`config.mk`:
```
export PLATFORM = sky130hd
export DESIGN_NAME = img_uart_streamer
export DESIGN_NICKNAME = d
export VERILOG_FILES = /design/src/rtl/img_uart_streamer.sv
export SDC_FILE = /design/constraint.sdc
export NUM_CORES = 1
export LEC_CHECK = 0
export ABC_AREA = 1
export CAP_MARGIN = 20
export CORE_ASPECT_RATIO = 0.9
export CORE_MARGIN = 1
export CORE_UTILIZATION = 45
export DETAILED_ROUTE_END_ITERATION = 10
export GPL_TIMING_DRIVEN = 0
export PLACE_DENSITY = 0.71
export SLEW_MARGIN = 40
export SYNTH_ARGS = -nofsm -noshare
export SYNTH_HDL_FRONTEND = slang
export SYNTH_SLANG_ARGS = --single-unit
```
`constraint.sdc`:
```
create_clock -name clk_50 -period 6.64 [get_ports clk_50]
set_input_delay 1.328 -clock clk_50 [delete_from_list [all_inputs] [get_ports clk_50]]
set_output_delay 1.328 -clock clk_50 [all_outputs]
set_load 0.05 [all_outputs]
```
`src/rtl/img_uart_streamer.sv`:
```
// Streams an image from byte memory as one 8N1 UART frame. The frame is A5,
// the width and height (little-endian), the row-major pixels, then an 8-bit sum.
module img_uart_streamer #(
  parameter int AW           = 19,
  parameter int CLKS_PER_BIT = 434
) (
  input  logic          clk_50,
  input  logic          rst_n,
  input  logic          start,
  input  logic [15:0]   out_w,
  input  logic [15:0]   out_h,
  input  logic [AW-1:0] base_addr,
  output logic [AW-1:0] mem_addr,
  output logic          mem_rd_en,
  input  logic [7:0]    mem_rdata,
  output logic          uart_tx,
  output logic          busy,
  output logic          done,
  output logic [31:0]   byte_count
);

  localparam int            CW       = $clog2(CLKS_PER_BIT);
  localparam logic [CW-1:0] CNT_MAX  = CW'(CLKS_PER_BIT - 1);
  localparam logic [AW-1:0] ADDR_ONE = {{(AW-1){1'b0}}, 1'b1};

  localparam logic [2:0] IDLE  = 3'd0;
  localparam logic [2:0] HDR   = 3'd1;
  localparam logic [2:0] FETCH = 3'd2;
  localparam logic [2:0] WAIT  = 3'd3;
  localparam logic [2:0] SEND  = 3'd4;
  localparam logic [2:0] CSUM  = 3'd5;
  localparam logic [2:0] FIN   = 3'd6;

  logic [2:0]    state_r;
  logic          busy_r, done_r, rd_en_r, csum_sent_r;
  logic [AW-1:0] addr_r;
  logic [31:0]   byte_count_r, pix_rem_r;
  logic [7:0]    csum_r;
  logic [2:0]    hdr_idx_r;
  logic [15:0]   w_r, h_r;

  logic          tx_busy_r, tx_line_r;
  logic [CW-1:0] tx_cnt_r;
  logic [3:0]    tx_bit_r;
  logic [7:0]    tx_shift_r;

  logic          tx_last_s, tx_free_s, tx_load_s;
  logic [7:0]    tx_data_s, hdr_byte_s;

  function automatic logic [7:0] csum_add(input logic [7:0] acc, input logic [7:0] pix);
    return acc + pix;
  endfunction

  // A new byte may be loaded on the very edge the current stop bit ends, so bytes run gap-free.
  assign tx_last_s = tx_busy_r && (tx_cnt_r == CNT_MAX) && (tx_bit_r == 4'd9);
  assign tx_free_s = !tx_busy_r || tx_last_s;

  // Header byte selected by position in the header.
  always_comb begin
    case (hdr_idx_r)
      3'd0:    hdr_byte_s = 8'hA5;
      3'd1:    hdr_byte_s = w_r[7:0];
      3'd2:    hdr_byte_s = w_r[15:8];
      3'd3:    hdr_byte_s = h_r[7:0];
      3'd4:    hdr_byte_s = h_r[15:8];
      default: hdr_byte_s = 8'h00;
    endcase
  end

  // Decide when the transmitter is handed a new byte and which byte it is.
  always_comb begin
    tx_load_s = 1'b0;
    tx_data_s = 8'h00;
    case (state_r)
      HDR: begin
        if (tx_free_s && (hdr_idx_r != 3'd5)) begin
          tx_load_s = 1'b1;
          tx_data_s = hdr_byte_s;
        end else begin
          tx_load_s = 1'b0;
        end
      end
      WAIT: begin
        tx_load_s = 1'b1;
        tx_data_s = mem_rdata;
      end
      CSUM: begin
        if (tx_free_s && !csum_sent_r) begin
          tx_load_s = 1'b1;
          tx_data_s = csum_r;
        end else begin
          tx_load_s = 1'b0;
        end
      end
      default: tx_load_s = 1'b0;
    endcase
  end

  // 8N1 serializer: bit slot 0 is the start bit, 1..8 data LSB first, 9 the stop bit.
  always_ff @(posedge clk_50) begin
    if (!rst_n) begin
      tx_busy_r  <= 1'b0;
      tx_cnt_r   <= '0;
      tx_bit_r   <= 4'd0;
      tx_shift_r <= 8'h00;
      tx_line_r  <= 1'b1;
    end else if (tx_load_s) begin
      tx_busy_r  <= 1'b1;
      tx_cnt_r   <= '0;
      tx_bit_r   <= 4'd0;
      tx_shift_r <= tx_data_s;
      tx_line_r  <= 1'b0;
    end else if (tx_busy_r) begin
      if (tx_cnt_r == CNT_MAX) begin
        tx_cnt_r <= '0;
        if (tx_bit_r == 4'd9) begin
          tx_busy_r <= 1'b0;
          tx_line_r <= 1'b1;
        end else begin
          tx_bit_r  <= tx_bit_r + 4'd1;
          tx_line_r <= (tx_bit_r == 4'd8) ? 1'b1 : tx_shift_r[tx_bit_r[2:0]];
        end
      end else begin
        tx_cnt_r <= tx_cnt_r + {{(CW-1){1'b0}}, 1'b1};
      end
    end else begin
      tx_line_r <= 1'b1;
    end
  end

  // Frame sequencer: header, one fetch/wait/send round per pixel, checksum, finish.
  always_ff @(posedge clk_50) begin
    if (!rst_n) begin
      state_r      <= IDLE;
      busy_r       <= 1'b0;
      done_r       <= 1'b0;
      rd_en_r      <= 1'b0;
      addr_r       <= '0;
      byte_count_r <= 32'd0;
      csum_r       <= 8'h00;
      hdr_idx_r    <= 3'd0;
      csum_sent_r  <= 1'b0;
      w_r          <= 16'h0000;
      h_r          <= 16'h0000;
      pix_rem_r    <= 32'd0;
    end else begin
      if (tx_last_s) begin
        byte_count_r <= byte_count_r + 32'd1;
      end
      case (state_r)
        IDLE: begin
          if (start) begin
            state_r      <= HDR;
            busy_r       <= 1'b1;
            done_r       <= 1'b0;
            byte_count_r <= 32'd0;
            csum_r       <= 8'h00;
            hdr_idx_r    <= 3'd0;
            csum_sent_r  <= 1'b0;
            w_r          <= out_w;
            h_r          <= out_h;
            addr_r       <= base_addr;
            pix_rem_r    <= {16'h0000, out_w} * {16'h0000, out_h};
          end
        end
        HDR: begin
          if (tx_free_s) begin
            if (hdr_idx_r != 3'd5) begin
              hdr_idx_r <= hdr_idx_r + 3'd1;
            end else if (pix_rem_r == 32'd0) begin
              state_r <= CSUM;
            end else begin
              state_r <= FETCH;
              rd_en_r <= 1'b1;
            end
          end
        end
        FETCH: begin
          rd_en_r <= 1'b0;
          state_r <= WAIT;
        end
        WAIT: begin
          csum_r  <= csum_add(csum_r, mem_rdata);
          state_r <= SEND;
        end
        SEND: begin
          if (tx_last_s) begin
            pix_rem_r <= pix_rem_r - 32'd1;
            if (pix_rem_r == 32'd1) begin
              state_r <= CSUM;
            end else begin
              state_r <= FETCH;
              rd_en_r <= 1'b1;
              addr_r  <= addr_r + ADDR_ONE;
            end
          end
        end
        CSUM: begin
          if (tx_free_s) begin
            if (!csum_sent_r) begin
              csum_sent_r <= 1'b1;
            end else begin
              state_r <= FIN;
            end
          end
        end
        FIN: begin
          busy_r  <= 1'b0;
          done_r  <= 1'b1;
          state_r <= IDLE;
        end
        default: state_r <= IDLE;
      endcase
    end
  end

  assign mem_addr   = addr_r;
  assign mem_rd_en  = rd_en_r;
  assign uart_tx    = tx_line_r;
  assign busy       = busy_r;
  assign done       = done_r;
  assign byte_count = byte_count_r;

endmodule

```
# --- After elaboration in Yosys (flattened, before gate mapping) ---
# Cells that the tools add are included.
op_classes:
  n_addsub: 7
  mul: 1
  n_lt_le_gt_ge: 1
  n_eq_ne: 25
  muxes: 56
  n_bitwise: 2
  n_reduce_logical: 27
op_table:
  columns: ["operator", "count"]
  rows:
  - ["32-bit two-way mux", 5]
  - ["32-bit case mux with 2 select lines", 1]
  - ["19-bit two-way mux", 3]
  - ["8-bit case mux with 5 select lines", 1]
  - ["19-bit case mux with 2 select lines", 1]
  - ["3-bit two-way mux", 11]
  - ["32-bit by 1-bit adder with 32-bit output, second input constant", 1]
  - ["32-bit by 1-bit equality test with 1-bit output, second input constant", 1]
  - ["32-bit logical NOT", 1]
  - ["16-bit by 16-bit multiplier with 32-bit output", 1]
  - ["32-bit by 1-bit subtractor with 32-bit output, second input constant", 1]
  - ["8-bit two-way mux", 3]
  - ["8-bit case mux with 3 select lines", 1]
  - ["1-bit two-way mux", 20]
  - ["19-bit by 1-bit adder with 19-bit output, second input constant", 1]
  - ["2-bit inequality test, second input constant", 9]
  - ["3-bit case mux with 6 select lines", 1]
  - ["8-bit case mux with 2 select lines", 1]
  - ["3-bit by 2-bit equality test with 1-bit output, second input constant", 4]
  - ["3-bit equality test, second input constant", 4]
  - ["6-bit AND reduction", 2]
  - ["2-bit nonzero test", 5]
  - ["9-bit by 1-bit adder with 9-bit output, second input constant", 1]
  - ["9-bit equality test, second input constant", 1]
  - ["23 further kinds", 39]
word_totals:
  register_bits: 156
  in_bits: 62
  output_inout_bits: 55
  wordCells: 136

# --- Depth between registers and ports, before layout ---
logic_depth:
  depth_word: 8
  mapped_depth: 30
  ltp_nobuf: 28

# --- Least setup slack after synthesis ---
# No wires, ideal clock.
synth_path:
  path_kind: "in2reg"
  start: "input port out_w[5]"
  end: "register pix_rem_r[23]"
  setup_ps: 119
  t_arrival_ps: 6524
  t_required_ps: 6521
  setup_slack_ps: -4
  cell_stages: 24
  n_path_buf: 2
  cell_sequence: "clkbuf_1 > clkbuf_1 > nand2_1 > fa_1 > inv_1 > fa_1 > inv_1 > fa_1 > inv_1 > fa_1 > fa_1 > inv_1 > fa_1 > inv_1 > ha_1 > nand2_1 > inv_1 > a21oi_1 > nand3_1 > nand2_1 > nand2_1 > or2_2 > nand3_1 > a21oi_1"
synth_via:
  elab_chain_cells: 3
synth_lines:
  columns: ["item", "line_no", "rtl"]
  rows:
  - ["from (decl)", "10", "input logic [15:0] out_w,"]
  - ["16-bit by 16-bit multiplier with 32-bit output", "163", "pix_rem_r <= {16'h0000, out_w} * {16'h0000, out_h};"]
  - ["32-bit two-way mux", "152", "if (start) begin"]
  - ["32-bit case mux with 2 select lines", "150", "case (state_r)"]
  - ["to (signal assigned)", "163", null]
  - ["to (signal assigned)", "188", "pix_rem_r <= pix_rem_r - 32'd1;"]
  - ["to (decl)", "37", "logic [31:0] byte_count_r, pix_rem_r;"]
# Every way passes these cells. The select of a mux whose other input is x is not followed.
# A chain may end at the register's enable or synchronous reset.

# --- Final worst setup path ---
layout_path:
  start: "input port out_w[6]"
  end: "register pix_rem_r[20]"
# Same word-level chain as after synthesis.

==> impl_metrics.env <==
export IMPL_status="complete, no violations"
export IMPL_grt_pass1_wl_mm=90.29
export IMPL_synthArstFlopShare_pct=0
export IMPL_timing_rr_start="pix_rem_r[0]$_SDFFE_PN0P_"
export IMPL_final_antenna_net_count=0
export IMPL_stdcell_count=3358
export IMPL_clk_path_buf_depth=2
export IMPL_cts_hold_buffers=0
export IMPL_port_buffers=83
export IMPL_slew_headroom_pct=49.45
export IMPL_grt_overflow_total=0
export IMPL_ys_ff_latch=156
export IMPL_powerDensity_nw_per_um2=524.5
export IMPL_nets=3195
export IMPL_busiest_layer="met2"
export IMPL_arrival_ns=6.82
export IMPL_track_usage_pct=27.07
export IMPL_worst_pin_slew_ns=0.7583
export IMPL_hold_end="mem_rd_en$_SDFFE_PN0P_"
export IMPL_power_leakage_nw=10.49
export IMPL_setup_viol=0
export IMPL_dieHeight_um=193.4
export IMPL_cp_end_kind="flop"
export IMPL_r2r_end="state_r[0]$_SDFFE_PN0P_"
export IMPL_finalHoldViolations=0
export IMPL_fin_crit_ns=6.462
export IMPL_syn_num_nets=3097
export IMPL_row_count=69
export IMPL_fp_coreArea_um2=39800
export IMPL_finClkSkew_ns=0.01072
export IMPL_netlist_area_um2=18310
export IMPL_fin_crit_sh_pct=97.31
export IMPL_drive_above_1_share_pct=5.591
export IMPL_grtUsageMet3_pct=4.450
export IMPL_dr_total_vias=17810
export IMPL_fmax_mhz=154.8
export IMPL_wire_per_inst_um=16.37
export IMPL_yosysSeqAreaShare_pct=17.06
export IMPL_peakVddDrop_uv=475.6
export IMPL_critPathKind="primary input to flop"
export IMPL_cts_reportedPaths_clkPinSlew_ns=0.07
export IMPL_start_kind="primary input"
export IMPL_post_route_drc_count=0
export IMPL_clock_sinks=156
export IMPL_cts_buffers_inserted=17
export IMPL_whs_path_depth=2
export IMPL_synthFlopType="dfxtp_1"
export IMPL_die_w_um=214.6
export IMPL_gr_usage_met1_pct=37.15
export IMPL_antenna_found_initial=0
export IMPL_postCtsSetupBuffers=0
export IMPL_yosysWarnings=0
export IMPL_met2_usage_pct=44.08
export IMPL_h_tree_depth=4
export IMPL_hp_class="flop to flop"
export IMPL_cap_viol_max_count=0
export IMPL_ys_types=47
export IMPL_cp_required_ns=7.00
export IMPL_insertion_delay_ns=0.43
export IMPL_synthToLayoutAreaGrowth_pct=13.05
export IMPL_cts_tree="yes"
export IMPL_synth_enable_flop_cells=0
export IMPL_crit_path_max_fanout=10
export IMPL_min_from="mem_rd_en$_SDFFE_PN0P_"
export IMPL_dr_first_iter_drc_count=1837
export IMPL_die_area_um2=41500
export IMPL_grt_pass1_vias=17520
export IMPL_io_pins=117
export IMPL_drtPass1Iterations=7
export IMPL_viasPerCell=5.304
export IMPL_post_synth_cell_area_avg_um2=6.744
export IMPL_cts_root_buf="clkbuf_16"
export IMPL_regToRegSetupSlack_ns=4.36
export IMPL_dp_cells=3330
export IMPL_power_total_mw=10.86
export IMPL_start_util_pct=46.00
export IMPL_slew_violations=0
export IMPL_wl_mm=54.96
export IMPL_globalplace_congestion=0.9904
export IMPL_hpwl_mm=44.13
export IMPL_syn_inst=2715
export IMPL_grt_max_degree=18
export IMPL_antennaDiodeCount=0
export IMPL_worst_r2r_cell_count=12
-- worst max-delay path by stage --
stage / start / end
floorplan: out_h[9] / pix_rem_r[23]$_SDFFE_PN0P_
global placement: out_w[5] / pix_rem_r[23]$_SDFFE_PN0P_
detailed placement: out_w[5] / pix_rem_r[23]$_SDFFE_PN0P_
CTS: out_w[8] / pix_rem_r[24]$_SDFFE_PN0P_
global route: out_w[14] / pix_rem_r[24]$_SDFFE_PN0P_
finish: out_w[6] / pix_rem_r[20]$_SDFFE_PN0P_
-- state kept, by name (all words and copies together) (netlist names) --
signal and cells:
tx_cnt_r 9, mem_rd_en 1, byte_count 32, busy 1, state_r 3, pix_rem_r 32, tx_bit_r 4, done 1
h_r 16, mem_addr 19, csum_sent_r 1, uart_tx 1, csum_r 8, tx_shift_r 8, tx_busy_r 1, hdr_idx_r 3
w_r 16
-- metal layers --
metal,share of wire [%],up-vias
li1,-,8517
met1,43,8454
met2,46,747
met3,9.3,94
met4,2.0,0
met5,0,-
-- final cells by class --
| cell class | instances | area [um2] |
|---|---|---|
| Tap cell | 532 | 665.6 |
| Sequential cell | 156 | 3123 |
| Clock buffer | 20 | 456.7 |
| Multi-Input combinational cell | 1897 | 12720 |
| Timing Repair Buffer | 83 | 830.8 |
| Inverter | 549 | 2061 |
| Buffer | 109 | 700.7 |
| Clock inverter | 12 | 135.1 |
| Fill cell | 3963 | 19100 |
-- critical path, cell delays in order --
cell and delay [ns]:
clkbuf_4 0.22, clkbuf_8 0.22, nand2_1 0.09, fa_1 0.50
inv_1 0.05, fa_1 0.49, inv_1 0.05, fa_1 0.47
inv_1 0.05, fa_1 0.52, fa_1 0.56, inv_1 0.07
fa_1 0.60, inv_1 0.07, ha_2 0.39, nand2_1 0.10
nor2_2 0.14, inv_1 0.09, nor2_2 0.13, nand4_1 0.17
nand3_1 0.13, nand2_1 0.05, nand3_1 0.10, nand2_1 0.07
a21oi_1 0.12
-- layout by cell type (no fill, tap or decap), types with 15 or more instances in the layout --
cell,netlist,routed
clkbuf_4,0,16
o21ai_0,114,114
xor2_1,33,33
nor2_1,220,216
ha_1,125,122
xnor2_1,15,15
clkbuf_16,0,17
nand3_1,147,146
nand4_1,43,43
inv_1,539,539
nand2_1,707,705
clkbuf_1,100,39
clkdlybuf4s50_1,0,83
nor3_1,36,34
fa_1,195,194
a21oi_1,157,153
dfxtp_1,156,156
buf_4,7,19
-- repair_timing --
action                                  4_1_cts  5_1_grt
endpoints found under the setup margin       22       20
resized for setup                            87      107
endpoints found under the hold margin         0        0
-- cells in the mapped netlist (all sizes together), types with 5 or more instances --
master  instances  area (um2)
a21oi         158       802.0
ha            125        1564
xor2           33       289.0
nor2          226       873.3
o21ai         125       625.6
xnor2          15       131.4
or2            13       81.33
dfxtp         156        3123
a31oi          10       62.56
fa            195        3904
o21bai          7       52.55
clkbuf        100       375.4
inv           549        2061
buf            13       80.08
nand2         714        2703
nand3         148       753.2
nand4          43       269.0
nor3           37       196.4
nor3b           6       45.04
nand3b          5       37.54
-- kinds of logic (layout without fill, tap and decap cells) --
family | count (synthesis) | count (layout) | synth area share (%)
muxes | 1 | 1 | 0.05467
DFF | 156 | 156 | 17.06
adders and majority gates | 320 | 320 | 29.86
and+or+nand+nor | 1200 | 1200 | 27.36
buffers and inverters | 662 | 773 | 13.74
xor gates and xnor gates | 48 | 48 | 2.296
AOI/OAI and AO/OA | 328 | 328 | 9.629
-- through the flow --
stage	hold slack, ns	util, %	cell area (um2)	setup TNS [ns]	setup slack, ns
finish	0.4575	52.00	20700	0	0.1784
global route	0.4862	52.00	20700	-0.01503	-0.01503
CTS	0.4594	51.65	20560	0	0.004485
detailed placement	0.4502	49.77	19810	-19.62	-1.149
global placement	0.4385	49.77	19810	-18.62	-1.127
floorplan	0.4262	-	18310	0	0.004219
-- report_power, final --
group	internal (mW)	switching (mW)	total [mW]	leakage, nW
logic	2.96	5.59	8.55	8.94
registers	1.12	0.184	1.31	1.28
clock network	0.577	0.423	1.00	0.280
(Power assumes the default switching activity.)
